### src/rtl/alu_pkg.sv
// Shared definitions for the ALU/MDU execute unit: function codes, FSM states
// and flag bit positions.
package alu_pkg;
    localparam logic [4:0] F_ADD   = 5'd0;
    localparam logic [4:0] F_SUB   = 5'd1;
    localparam logic [4:0] F_AND   = 5'd2;
    localparam logic [4:0] F_OR    = 5'd3;
    localparam logic [4:0] F_XOR   = 5'd4;
    localparam logic [4:0] F_NOR   = 5'd5;
    localparam logic [4:0] F_SLL   = 5'd6;
    localparam logic [4:0] F_SRA   = 5'd7;
    localparam logic [4:0] F_SRL   = 5'd8;
    localparam logic [4:0] F_JR    = 5'd9;
    localparam logic [4:0] F_JUMP  = 5'd10;
    localparam logic [4:0] F_SLT   = 5'd11;
    localparam logic [4:0] F_SLTU  = 5'd12;
    localparam logic [4:0] F_ZERO  = 5'd13;
    localparam logic [4:0] F_MULT  = 5'd14;
    localparam logic [4:0] F_MULTU = 5'd15;
    localparam logic [4:0] F_DIV   = 5'd16;
    localparam logic [4:0] F_DIVU  = 5'd17;
    localparam logic [4:0] F_MTHI  = 5'd18;
    localparam logic [4:0] F_MTLO  = 5'd19;
    localparam logic [4:0] F_MFHI  = 5'd20;
    localparam logic [4:0] F_MFLO  = 5'd21;

    typedef enum logic [1:0] {ST_IDLE, ST_MUL, ST_DIV, ST_DONE} state_t;

    localparam int FLAG_ERR = 3;
    localparam int FLAG_ZF  = 2;
    localparam int FLAG_SF  = 1;
    localparam int FLAG_OF  = 0;
endpackage

### src/rtl/alu_mdu_if.sv
// Operation/result handshake bundle between the EX stage and alu_mdu.
interface alu_mdu_if #(parameter int WIDTH = 32);
    logic             in_valid;
    logic             in_ready;
    logic [WIDTH-1:0] a;
    logic [WIDTH-1:0] b;
    logic [4:0]       func;
    logic             out_valid;
    logic             out_ready;
    logic [WIDTH-1:0] result;
    logic [3:0]       flags;
    logic [WIDTH-1:0] hi;
    logic [WIDTH-1:0] lo;

    modport master (output in_valid, a, b, func, out_ready,
                    input  in_ready, out_valid, result, flags, hi, lo);
    modport slave  (input  in_valid, a, b, func, out_ready,
                    output in_ready, out_valid, result, flags, hi, lo);
endinterface

### src/rtl/mdu_iter.sv
// Iterative multiply (radix-2 shift-add) / restoring divide on magnitudes,
// WIDTH steps per op; the first step is taken on the start edge.
module mdu_iter #(
    parameter  int WIDTH = 32,
    localparam int SHW   = $clog2(WIDTH)
) (
    input  logic             clk,
    input  logic             rst,
    input  logic             start,
    input  logic             is_div,
    input  logic             sgn,
    input  logic [WIDTH-1:0] a,
    input  logic [WIDTH-1:0] b,
    output logic             done,
    output logic [WIDTH-1:0] hi,
    output logic [WIDTH-1:0] lo
);
    logic             busy, div_q, neg_q, rneg_q;
    logic [SHW-1:0]   cnt;
    logic [WIDTH-1:0] r, q, md;
    logic [WIDTH-1:0] ma, mb, cur_r, cur_q, cur_md, nr, nq;
    logic             a_neg, b_neg, cur_div;
    logic [WIDTH:0]   t, sum;
    logic [WIDTH+1:0] diff;
    logic [2*WIDTH-1:0] prod;

    assign a_neg = sgn & a[WIDTH-1];
    assign b_neg = sgn & b[WIDTH-1];
    assign ma    = a_neg ? -a : a;
    assign mb    = b_neg ? -b : b;

    // On start the step runs on freshly loaded operands instead of the registers.
    assign cur_div = start ? is_div : div_q;
    assign cur_r   = start ? '0 : r;
    assign cur_q   = start ? (is_div ? ma : mb) : q;
    assign cur_md  = start ? (is_div ? mb : ma) : md;

    always_comb begin
        t    = {cur_r, cur_q[WIDTH-1]};
        diff = {1'b0, t} - {2'b00, cur_md};
        sum  = {1'b0, cur_r} + {1'b0, (cur_q[0] ? cur_md : '0)};
        if (cur_div) begin
            nr = diff[WIDTH+1] ? t[WIDTH-1:0] : diff[WIDTH-1:0];
            nq = {cur_q[WIDTH-2:0], ~diff[WIDTH+1]};
        end else begin
            nr = sum[WIDTH:1];
            nq = {sum[0], cur_q[WIDTH-1:1]};
        end
    end

    always_ff @(posedge clk) begin
        if (rst) begin
            busy   <= 1'b0;
            cnt    <= '0;
            r      <= '0;
            q      <= '0;
            md     <= '0;
            div_q  <= 1'b0;
            neg_q  <= 1'b0;
            rneg_q <= 1'b0;
        end else if (start) begin
            busy   <= 1'b1;
            cnt    <= SHW'(WIDTH-1);
            r      <= nr;
            q      <= nq;
            md     <= cur_md;
            div_q  <= is_div;
            neg_q  <= a_neg ^ b_neg;
            rneg_q <= a_neg;
        end else if (busy) begin
            if (cnt == '0) begin
                busy <= 1'b0;
            end else begin
                r   <= nr;
                q   <= nq;
                cnt <= cnt - 1'b1;
            end
        end
    end

    assign done = busy & (cnt == '0);
    assign prod = neg_q ? -{r, q} : {r, q};
    assign lo   = div_q ? (neg_q ? -q : q) : prod[WIDTH-1:0];
    assign hi   = div_q ? (rneg_q ? -r : r) : prod[2*WIDTH-1:WIDTH];
endmodule

### src/rtl/alu_mdu.sv
// EX-stage ALU with registered results plus iterative MDU and HI/LO.
// Define ALU_MDU_DIV_EN to build the divider; otherwise DIV/DIVU are illegal.
module alu_mdu
    import alu_pkg::*;
#(
    parameter  int WIDTH = 32,
    localparam int SHW   = $clog2(WIDTH)
) (
    input  logic     clk,
    input  logic     rst,
    alu_mdu_if.slave bus
);
    localparam logic [WIDTH-1:0] MIN = {1'b1, {(WIDTH-1){1'b0}}};

    state_t           state, state_n;
    logic [WIDTH-1:0] a, b, result_q, hi_q, lo_q;
    logic [4:0]       func;
    logic [3:0]       flags_q;
    logic             ovf_q;
    logic             accept, mul_op, div_op, dz, div_ovf;
    logic             mdu_start, mdu_done, imm_load, mdu_load;
    logic [WIDTH-1:0] m_hi, m_lo, imm_res, hi_n, lo_n, sum, dif;
    logic             imm_of, imm_err;
    logic [SHW-1:0]   sh;

    assign a    = bus.a;
    assign b    = bus.b;
    assign func = bus.func;
    assign sh   = a[SHW-1:0];

    assign bus.in_ready  = (state == ST_IDLE) | ((state == ST_DONE) & bus.out_ready);
    assign bus.out_valid = (state == ST_DONE);
    assign bus.result    = result_q;
    assign bus.flags     = flags_q;
    assign bus.hi        = hi_q;
    assign bus.lo        = lo_q;

    assign accept  = bus.in_valid & bus.in_ready;
    assign mul_op  = (func == F_MULT) | (func == F_MULTU);
`ifdef ALU_MDU_DIV_EN
    assign div_op  = (func == F_DIV) | (func == F_DIVU);
`else
    assign div_op  = 1'b0;
`endif
    assign dz      = div_op & (b == '0);
    assign div_ovf = (func == F_DIV) & (a == MIN) & (b == '1);

    mdu_iter #(.WIDTH(WIDTH)) u_mdu (
        .clk    (clk),
        .rst    (rst),
        .start  (mdu_start),
        .is_div (div_op),
        .sgn    ((func == F_MULT) | (func == F_DIV)),
        .a      (a),
        .b      (b),
        .done   (mdu_done),
        .hi     (m_hi),
        .lo     (m_lo)
    );

    assign sum = a + b;
    assign dif = a - b;

    // Single-cycle results; MULT and an enabled non-zero DIV never use these.
    always_comb begin
        imm_res = '0;
        imm_of  = 1'b0;
        imm_err = 1'b0;
        hi_n    = hi_q;
        lo_n    = lo_q;
        case (func)
            F_ADD:  begin imm_res = sum; imm_of = (a[WIDTH-1] == b[WIDTH-1]) & (sum[WIDTH-1] != a[WIDTH-1]); end
            F_SUB:  begin imm_res = dif; imm_of = (a[WIDTH-1] != b[WIDTH-1]) & (dif[WIDTH-1] != a[WIDTH-1]); end
            F_AND:  imm_res = a & b;
            F_OR:   imm_res = a | b;
            F_XOR:  imm_res = a ^ b;
            F_NOR:  imm_res = ~(a | b);
            F_SLL:  imm_res = b << sh;
            F_SRA:  imm_res = $unsigned($signed(b) >>> sh);
            F_SRL:  imm_res = b >> sh;
            F_JR:   imm_res = a;
            F_JUMP: imm_res = {a[WIDTH-1 -: 4], b[WIDTH-7:0], 2'b00};
            F_SLT:  imm_res = {{(WIDTH-1){1'b0}}, $signed(a) < $signed(b)};
            F_SLTU: imm_res = {{(WIDTH-1){1'b0}}, a < b};
            F_ZERO: imm_res = '0;
            F_MTHI: begin imm_res = a; hi_n = a; end
            F_MTLO: begin imm_res = a; lo_n = a; end
            F_MFHI: imm_res = hi_q;
            F_MFLO: imm_res = lo_q;
            default: begin
                imm_err = 1'b1;
                if (dz) begin
                    imm_res = '1;
                    lo_n    = '1;
                    hi_n    = a;
                end
            end
        endcase
    end

    always_comb begin
        state_n   = state;
        mdu_start = 1'b0;
        imm_load  = 1'b0;
        mdu_load  = 1'b0;
        case (state)
            ST_MUL, ST_DIV: begin
                if (mdu_done) begin
                    state_n  = ST_DONE;
                    mdu_load = 1'b1;
                end
            end
            default: begin
                if ((state == ST_DONE) && bus.out_ready) state_n = ST_IDLE;
                if (accept) begin
                    if (mul_op) begin
                        state_n   = ST_MUL;
                        mdu_start = 1'b1;
                    end else if (div_op && !dz) begin
                        state_n   = ST_DIV;
                        mdu_start = 1'b1;
                    end else begin
                        state_n  = ST_DONE;
                        imm_load = 1'b1;
                    end
                end
            end
        endcase
    end

    always_ff @(posedge clk) begin
        if (rst) begin
            state    <= ST_IDLE;
            result_q <= '0;
            flags_q  <= '0;
            hi_q     <= '0;
            lo_q     <= '0;
            ovf_q    <= 1'b0;
        end else begin
            state <= state_n;
            if (mdu_start) ovf_q <= div_ovf;
            if (imm_load) begin
                result_q <= imm_res;
                flags_q  <= {imm_err, imm_res == '0, imm_res[WIDTH-1], imm_of};
                hi_q     <= hi_n;
                lo_q     <= lo_n;
            end
            if (mdu_load) begin
                result_q <= m_lo;
                flags_q  <= {1'b0, m_lo == '0, m_lo[WIDTH-1], ovf_q};
                hi_q     <= m_hi;
                lo_q     <= m_lo;
            end
        end
    end
endmodule

### src/flat_wrapper.sv
// flat-port wrapper written by rule: the top's interface ports become plain ports
module alu_mdu_flat import alu_pkg::*;
#(
    parameter  int WIDTH = 32,
    localparam int SHW   = $clog2(WIDTH)
)
  (clk, rst, bus_in_valid, bus_a, bus_b, bus_func, bus_out_ready, bus_in_ready, bus_out_valid, bus_result, bus_flags, bus_hi, bus_lo);
  alu_mdu_if #(.WIDTH(WIDTH)) bus_i ();
  input  logic clk;
  input  logic rst;
  input wire logic [$bits(bus_i.in_valid)-1:0] bus_in_valid;
  input wire logic [$bits(bus_i.a)-1:0] bus_a;
  input wire logic [$bits(bus_i.b)-1:0] bus_b;
  input wire logic [$bits(bus_i.func)-1:0] bus_func;
  input wire logic [$bits(bus_i.out_ready)-1:0] bus_out_ready;
  output wire logic [$bits(bus_i.in_ready)-1:0] bus_in_ready;
  output wire logic [$bits(bus_i.out_valid)-1:0] bus_out_valid;
  output wire logic [$bits(bus_i.result)-1:0] bus_result;
  output wire logic [$bits(bus_i.flags)-1:0] bus_flags;
  output wire logic [$bits(bus_i.hi)-1:0] bus_hi;
  output wire logic [$bits(bus_i.lo)-1:0] bus_lo;
  assign bus_i.in_valid = bus_in_valid;
  assign bus_i.a = bus_a;
  assign bus_i.b = bus_b;
  assign bus_i.func = bus_func;
  assign bus_i.out_ready = bus_out_ready;
  assign bus_in_ready = bus_i.in_ready;
  assign bus_out_valid = bus_i.out_valid;
  assign bus_result = bus_i.result;
  assign bus_flags = bus_i.flags;
  assign bus_hi = bus_i.hi;
  assign bus_lo = bus_i.lo;
  alu_mdu #(.WIDTH(WIDTH)) u_core (.clk(clk), .rst(rst), .bus(bus_i));
endmodule
### config.mk
export PLATFORM = sky130hd
export DESIGN_NAME = alu_mdu_flat
export DESIGN_NICKNAME = d
export VERILOG_FILES = /design/src/rtl/alu_pkg.sv /design/src/rtl/alu_mdu_if.sv /design/src/rtl/mdu_iter.sv /design/src/rtl/alu_mdu.sv /design/src/flat_wrapper.sv
export SDC_FILE = /design/constraint.sdc
export NUM_CORES = 1
export LEC_CHECK = 0
export ABC_AREA = 1
export CAP_MARGIN = 20
export CORE_AREA = 8 8 362 364
export CTS_BUF_LIST = sky130_fd_sc_hd__clkbuf_8 sky130_fd_sc_hd__clkbuf_16
export DETAILED_ROUTE_END_ITERATION = 6
export DIE_AREA = 0 0 370 372
export DONT_BUFFER_PORTS = 1
export GPL_TIMING_DRIVEN = 0
export SLEW_MARGIN = 20
export SYNTH_ARGS = -nofsm -noshare
export SYNTH_HDL_FRONTEND = slang
export SYNTH_SLANG_ARGS = --single-unit
### constraint.sdc
create_clock -name clk -period 5.8 [get_ports clk]
set_input_delay 0.58 -clock clk [delete_from_list [all_inputs] [get_ports clk]]
set_output_delay 0.58 -clock clk [all_outputs]
set_load 0.02 [all_outputs]
## Word-level counts from Yosys, hierarchy flattened

Index checks and enable logic that the tools add are counted.

| cells by class | value |
|---|---|
| $add $sub $neg | 10 |
| order comparisons | 2 |
| equality and inequality tests | 31 |
| shifts and indexed selects | 3 |
| mux-type cells | 53 |
| bitwise operators | 18 |
| reduce and logical (&&, ||, !) cells | 19 |

Operators with widths:

| cell | number |
|---|---|
| $mux W32 | 27 |
| $pmux W32 S15 | 1 |
| $neg A32 Y32 | 4 |
| $eq A32 B32 Y1 const B | 2 |
| $logic_not A32 Y1 | 2 |
| $lt A32 B32 Y1 | 2 |
| $mux W64 | 1 |
| $neg A64 Y64 | 1 |
| $eq A5 B4 Y1 const B | 8 |
| $sub A33 B32 Y34 | 1 |
| $add A32 B32 Y33 | 1 |
| $add A32 B32 Y32 | 1 |
| $and A32 B32 Y32 | 1 |
| $not A32 Y32 | 1 |
| $or A32 B32 Y32 | 1 |
| $shl A32 B5 Y32 | 1 |
| $shr A32 B5 Y32 | 1 |
| $sshr A32 B5 Y32 | 1 |
| $sub A32 B32 Y32 | 1 |
| $xor A32 B32 Y32 | 1 |
| $eq A5 B5 Y1 const B | 5 |
| $eq A5 B3 Y1 const B | 4 |
| $reduce_or A18 Y1 | 1 |
| $mux W5 | 3 |
| other kinds (25) | 64 |

| storage, ports and cells | value |
|---|---|
| register bits | 208 |
| bits of input ports | 73 |
| output and inout bits | 102 |

## Depth between registers and ports, before layout

Gate-level depths: netlist of the first run.

| depth | value |
|---|---|
| depth after elaboration | 13 |
| depth in mapped cells | 34 |
| mapped depth without buffers | 33 |

## By module

Synthesis of the first run repeated with hierarchy kept, for this count alone.

| second synthesis, totals | value |
|---|---|
| cells, all modules | 5,829 |
| area, all modules | 30,733.2 um^2 |

By module, submodules not included:

| module | instances | cells an instance | area each (um^2) | seq. area each (um^2) |
|---|---|---|---|---|
| alu_mdu | 1 | 2,988 | 15,632.5 | 2,042.0 |
| mdu_iter | 1 | 2,841 | 15,100.7 | 2,102.0 |

## Least setup slack after synthesis of the first run

Ideal clock, no wire load.

| timing | value |
|---|---|
| kind | input to register |
| start | in bus_a[1] |
| end | reg u_core.u_mdu.r[14] |
| setup time | 0.115 ns |
| arrival | 4.327 ns |
| required time | 5.685 ns |
| path slack | 1.358 ns |
| stages | 29 |
| buffers on the path | 5 |
| cell sequence | buf_2 -> inv_2 -> buf_2 -> buf_2 -> ha_1 -> nand2_2 -> nor2_2 -> nand2_1 -> nor3_2 -> nand2_2 -> nor2_4 -> nand2_2 -> nor2_4 -> nand3_1 -> o21ai_0 -> xor2_1 -> nand2_1 -> o21ai_0 -> ha_1 -> nand2_1 -> o21ai_0 -> nand2_1 -> o211ai_1 -> o21ai_1 -> nand2_2 -> buf_2 -> buf_2 -> a21oi_1 -> o21a_1 |

| on the way | value |
|---|---|
| word-level cells in the longest chain between the ends | 9 |

RTL lines:

| item | line | text |
|---|---|---|
| from (decl) | flat_wrapper.sv:12 | `input wire logic [$bits(bus_i.a)-1:0] bus_a;` |
| $neg A32 Y32 | mdu_iter.sv:29 | `assign ma = a_neg ? -a : a;` |
| $mux W32 (*) | mdu_iter.sv:29 |  |
| $mux W32 (*) | mdu_iter.sv:36 | `assign cur_md = start ? (is_div ? mb : ma) : md;` |
| $sub A33 B32 Y34 or $mux W32 (tied branches) | - |  |
| $mux W32 or $add A32 B32 Y33 (tied branches) | - |  |
| $mux W32 (*) | - |  |
| $mux W32 | mdu_iter.sv:71 | `if (cnt == '0) begin` |
| $mux W32 | mdu_iter.sv:70 | `end else if (busy) begin` |
| $mux W32 (*) | mdu_iter.sv:61 | `end else if (start) begin` |
| to (signal assigned) | mdu_iter.sv:64 | `r <= nr;` |
| to (signal assigned) | mdu_iter.sv:74 | `r <= nr;` |
| to (decl) | mdu_iter.sv:20 | `logic [WIDTH-1:0] r, q, md;` |

Every way passes the cells marked *; elsewhere a longest branch is shown, timed or not. The select of a mux whose other input is x is not followed.
A chain may end at the register's enable or synchronous reset.

## Final worst setup path of the first run

| timing | value |
|---|---|
| start | in bus_a[1] |
| end | reg u_core.u_mdu.r[30] |

The elaborated chain is that of the path after synthesis.

==> metrics.txt, run 1 <==
run status=complete, but fails checks; violated checks=DRC; layout cells sized above 1=5.03%; syn_nets=5537; ys async rst share=0%; CORE AREA=0.125 sq mm; Synth top area share=20.6%; Pwr Density=237 mW/mm^2; critical path arrival=6.12 ns; GRT overflow=0; library cells used by synthesis=59; row count=130; max cap viols=0; critical path startpoint category=primary input; CTS sink cnt=207; ANT nets after route=0; nets=5572; total CTS buffers=28; Post-synth EDFFs=0; worst hold slack=0.351 ns; initial core utilization=22.8%; Mapped Cells=5277; hold path depth=5; register-to-register setup slack=0.21 ns; Synth area leaders=nand2_1 (21%), dfxtp_1 (15%), nand3_1 (11%); H-tree depth=1; Req. time, crit path=6.29 ns; cell taking the most area after synthesis=nand2_1; final instance area=0.0319 sq mm; Root Driver=clkbuf_16; ys flop type=dfxtp_1; r2r startpoint=u_core.state[0]; initial antenna violation count=17; via count=38500; fill cell count=14900; slowest cell on the critical path=xor2_1; hold_buf cts=0; Fin Clk Skew=0.0320 ns; CP max FO=12; overall global routing resource usage=35.0%; WL final=252000 microns; pin count of the biggest net entering global routing=14; top cells by count, synth=nand2_1 (1564), nand3_1 (652), nor2_1 (644); Final Max Tran Viols=0; worst skew pair latency=0.60 ns; WL/cell=36.0 microns; 1st-pass router iterations=7; die area=0.138 sq mm; Post-Syn Area=0.0285 sq mm; relative max-transition margin=8.08%; first-pass GRT wire length=330000 microns; Worst R2R End=u_core.u_mdu.r[30]; Lkg Pwr=15.2 nW; placed cell area=0.0306 sq mm; DR vias/cell=5.49; critical path capture point type=register; vias in the first global route=35900; crit share post-route=97.1%; Final Hold Vio Count=0; Die W=370 microns; most frequent CP cell=nand2_1; Worst-Margin Slew=1.36 ns; CP max stage delay=0.40 ns; Buffers on Ports=0; hold path start=bus_in_valid; peak supply drop=0.237 mV; Register-to-Register Path Depth=24; Clock Tree Buf Depth=3; Overall Power=0.00755 W; CTS tree=yes; Hold Path End=u_core.state[1]; count leader, synth=nand2_1; io pins=175; f_max=178 MHz; Clock transition at path regs=0.06 ns; number of synthesized register bits=207; drc violations=1; Post-Place Worst Slack=-1.08 ns; Layout area overhead=11.7%; Avg Inst Size Synth=5.41 sq um; sequential share of the synthesized area=14.5%; Setup violations, final=0; PnR worst setup slack=0.169 ns; crit path kind=in -> reg; Die Ht=372 microns; initial detailed-routing violation count=5011; Setup TNS=0 ns; gp weighted congestion=1.04; yosys warns=0; Min Clock Period, post-route=5.63 ns; Hold/Removal Path Class=in -> reg; hpwl dp=215000 microns
==> metrics by stage <==
stage,utilization (%),std cells
6_report,25.5,7003
5_1_grt,25.5,6988
4_1_cts,25.4,6977
3_5_place_dp,24.5,6928
3_3_place_gp,24.5,6927
2_1_floorplan,-,5277
==> worst max-delay path: cells and delay by family <==
kind | cells | cell delay, ns
buffers and inverters | 6 | 1.18
xor gates and xnor gates | 1 | 0.40
AOI/OAI and AO/OA | 7 | 1.33
adders and majority gates | 2 | 0.65
and+or+nand+nor | 14 | 1.93
==> cells in the final DEF (no fill, tap or decap), types with 16 or more instances in the layout <==
cell and count:
clkbuf_16 29, nand4_1 86, o21ai_1 31, o21bai_1 16, nand3_1 651, a21oi_1 261
nor2_1 642, nor3_1 52, diode_2 22, clkbuf_1 122, inv_2 21, buf_1 21
o211ai_1 40, inv_1 573, nand2_1 1562, nor2_2 16, ha_1 181, dfxtp_1 207
a31oi_1 108, buf_2 66, o21ai_0 291, nor4_1 18, or2_2 24, xor2_1 97
==> layout make-up <==
| cell class | count | area (sq um) | area share (%) |
|---|---|---|---|
| buffer | 239 | 1090 | 3.43 |
| inverter | 596 | 2240 | 7.02 |
| tap | 1650 | 2060 | 6.48 |
| clock buffer | 33 | 781 | 2.45 |
| clock inverter | 16 | 225 | 0.706 |
| multi-input combinational | 4235 | 21200 | 66.6 |
| sequential | 207 | 4140 | 13.0 |
| timing repair buffer | 5 | 45.0 | 0.141 |
| antenna | 22 | 55.1 | 0.173 |
==> logic make-up after synthesis <==
family,Yosys count,share of synthesized area [%]
compound gates,830,16.3
xor+xnor,111,3.41
fa+ha+maj,187,8.30
buf+inv,835,11.5
flops,207,14.5
mux,2,0.0702
simple gates,3105,45.9
==> flip-flops by register name (all words and copies together), names as in the netlist <==
name / flops
u_core.u_mdu.q: 32
u_core.u_mdu.md: 32
u_core.u_mdu.div_q: 1
u_core.u_mdu.neg_q: 1
u_core.ovf_q: 1
u_core.bus.hi: 32
u_core.u_mdu.rneg_q: 1
u_core.bus.flags: 4
u_core.u_mdu.cnt: 5
u_core.u_mdu.r: 32
u_core.bus.result: 31
u_core.state: 2
u_core.bus.lo: 32
u_core.u_mdu.busy: 1
==> worst max-delay path by stage <==
stage,from,to,slack [ns]
after detailed placement,bus_a[1],u_core.u_mdu.r[21],-1.08
after global placement,bus_a[1],u_core.u_mdu.r[21],-1.23
final,bus_a[1],u_core.u_mdu.r[30],0.17
after floorplan,bus_a[1],u_core.u_mdu.r[14],1.36
after global routing,u_core.state[0],u_core.u_mdu.r[30],-0.02
after CTS,u_core.state[0],u_core.u_mdu.r[21],0.007
==> layer usage <==
| layer | wire length (microns) | track usage, % |
|---|---|---|
| met2 | 110000 | 55.7 |
| met4 | 17000 | 19.7 |
| met5 | 87 | 0 |
| met3 | 20800 | 7.85 |
| met1 | 104000 | 43.5 |
==> where the power goes <==
group / total (W) / internal, W / switching, W
clock: 0.00196 / 0.00118 / 0.000774
combinational: 0.00383 / 0.000995 / 0.00283
sequential: 0.00177 / 0.00153 / 0.000235
==> repair_timing <==
action,4_1_cts,5_1_grt
buffers inserted,0,4
gates resized for setup,27,35
pin swaps,1,5
setup endpoints to repair,33,33
Note: power is estimated with default switching activity, not from simulation.
==> run 2, diff against run 1 <==
--- a/config.mk
+++ b/config.mk
@@ -13,6 +13,7 @@
 export DIE_AREA = 0 0 370 372
 export DONT_BUFFER_PORTS = 1
 export GPL_TIMING_DRIVEN = 0
+export PLACE_DENSITY = 0.34
 export SLEW_MARGIN = 20
 export SYNTH_ARGS = -nofsm -noshare
 export SYNTH_HDL_FRONTEND = slang
==> run 2 against run 1 <==
Critical path depth down 6. Cell count fell by 0.23%. Non-clock buffer count unchanged. Power up 0.91%. Utilization is 0.092 points lower. Count of clock-buffer cells in the layout down 6. Worst setup slack got worse by 0.076 ns. Highest routed layer unchanged. Combinational power hardly changed. Maximum frequency down 1.3%. Sequential cell count did not move. Cell area shrank 0.36%. The flow now finishes without violations. Sequential power fell by 2%.
==> metrics.txt, run 2 (same netlist as run 1, synthesis figures left out) <==
Final Hold Vio Count=0; ANT nets after route=0; io pins=175; DR vias/cell=5.39; first-pass GRT wire length=292000 microns; vias in the first global route=35300; Fin Clk Skew=0.0337 ns; initial antenna violation count=7; critical path capture point type=register; Clock transition at path regs=0.07 ns; WL final=217000 microns; Critical Path Start=u_core.state[0]; worst skew pair latency=0.63 ns; Hold Path End=u_core.state[1]; run status=finished clean; crit path kind=reg -> reg; Internal=0.00374 W; sw power=0.00388 W; Buffers on Ports=0; register-to-register setup slack=0.09 ns; hpwl dp=185000 microns; Worst R2R End=u_core.u_mdu.r[28]; GRT overflow=0; CTS sink cnt=207; overall global routing resource usage=30.1%; Setup TNS=0 ns; Hold/Removal Path Class=in -> reg; total CTS buffers=27; gp weighted congestion=1.04; Die W=370 microns; Layout area overhead=11.3%; hold path depth=5; Pwr Density=240 mW/mm^2; hold_buf cts=0; Final Max Tran Viols=0; Comb pwr share=50.5%; WL/cell=31.0 microns; Clock Power Share=26.8%; commonest non-fill, non-tap cells in the layout=nand2_1 (1563), nand3_1 (651), nor2_1 (644); Root Driver=clkbuf_16; peak supply drop=0.228 mV; critical path startpoint category=register; initial core utilization=22.8%; fill cell count=15000; critical path arrival=6.22 ns; Die Ht=372 microns; hold path start=bus_in_valid; row count=130; placed cell area=0.0306 sq mm; via count=37600; Req. time, crit path=6.31 ns; layout cells sized above 1=4.69%; final instance area=0.0318 sq mm; leading cell type in the layout, fill and taps excluded=nand2_1; 1st-pass router iterations=6; sequential share of power=22.8%; Register-to-Register Path Depth=24; Sw Share=50.9%; drc violations=0; r2r startpoint=u_core.state[0]; initial detailed-routing violation count=4356; relative max-transition margin=13.6%; Min Clock Period, post-route=5.71 ns; CTS tree=yes; RSZ-0062 raised after global routing=no; Clock Tree Buf Depth=3; Worst-Margin Slew=1.30 ns; crit share post-route=98.4%; pin count of the biggest net entering global routing=15; Lkg Pwr=15.1 nW; CP max FO=10; nets=5571; CORE AREA=0.125 sq mm; Setup violations, final=0; max cap viols=0; f_max=175 MHz; H-tree depth=1; die area=0.138 sq mm
==> run 2: worst max path at each step <==
stage                         endpoint  slack, ns
finish              u_core.u_mdu.r[28]       0.09
global route        u_core.u_mdu.r[28]      0.003
CTS                 u_core.u_mdu.r[28]      0.001
detailed placement  u_core.u_mdu.r[24]      -1.20
global placement    u_core.u_mdu.r[24]      -1.28
floorplan           u_core.u_mdu.r[14]       1.36
==> run 2: critical path, stage by stage, from the launching register on <==
cell and delay (ns):
dfxtp_1 0.34, ha_2 0.24, nand2_1 0.11, nand2_1 0.17, nand2_1 0.14, nor2_1 0.05
inv_1 0.32, nor2_4 0.12, buf_4 0.16, inv_2 0.29, clkbuf_1 0.57, mux2i_1 0.88
ha_1 0.31, a21oi_1 0.08, o21ai_0 0.20, nand2_1 0.08, o211ai_1 0.19, o21ai_1 0.16
nand2_2 0.16, buf_2 0.28, nand2_1 0.07, o21ai_0 0.28, nand3_1 0.22, nand2_1 0.14
inv_1 0.04
==> run 2: final cells by class <==
cell class,count,area [sq um],share of cell area (%)
Sequential cell,207,4140,13.0
Timing Repair Buffer,5,41.3,0.130
Inverter,596,2240,7.05
Buffer,239,1070,3.38
Clock inverter,23,352,1.11
Clock buffer,27,676,2.13
Tap cell,1650,2060,6.50
Multi-Input combinational cell,4235,21200,66.6
Antenna cell,5,12.5,0.0394
==> run 2: power by group through the flow <==
stage          registers, W  clock network (W)  logic (W)
2_1_floorplan       0.00170                  0    0.00228
3_3_place_gp        0.00177                  0    0.00374
3_5_place_dp        0.00177                  0    0.00373
4_1_cts             0.00174            0.00205    0.00376
5_1_grt             0.00175            0.00210    0.00412
6_report            0.00173            0.00204    0.00385
==> run 2: per-stage QoR <==
| stage | total power, W | worst slack [ns] | hold slack (ns) | std cells | utilization, % |
|---|---|---|---|---|---|
| after floorplan | 0.00398 | 1.36 | 0.419 | 5277 | - |
| after global placement | 0.00551 | -1.28 | 0.459 | 6927 | 24.5 |
| after detailed placement | 0.00550 | -1.20 | 0.465 | 6928 | 24.5 |
| after CTS | 0.00754 | 0.00116 | 0.342 | 6978 | 25.3 |
| after global routing | 0.00797 | 0.00331 | 0.367 | 6982 | 25.4 |
| final | 0.00762 | 0.0928 | 0.355 | 6987 | 25.4 |
==> run 2: what timing repair did <==
item / CTS / global route
cloned: 0 / 0
pin swaps: 0 / 2
resized for setup: 17 / 25
endpoints found under the setup margin: 33 / 33
buffers inserted: 0 / 3
==> run 2: metal layers <==
metal / routed length [microns] / vias to the layer above / share of wire (%) / GRT usage [%]
met4: 16400 / 4 / 7.5 / 18.6
met1: 88500 / 18200 / 41 / 36.9
met3: 15100 / 419 / 7.0 / 5.08
met5: 30 / - / 0.014 / 0
li1: - / 17300 / - / -
met2: 96800 / 1673 / 45 / 49.1
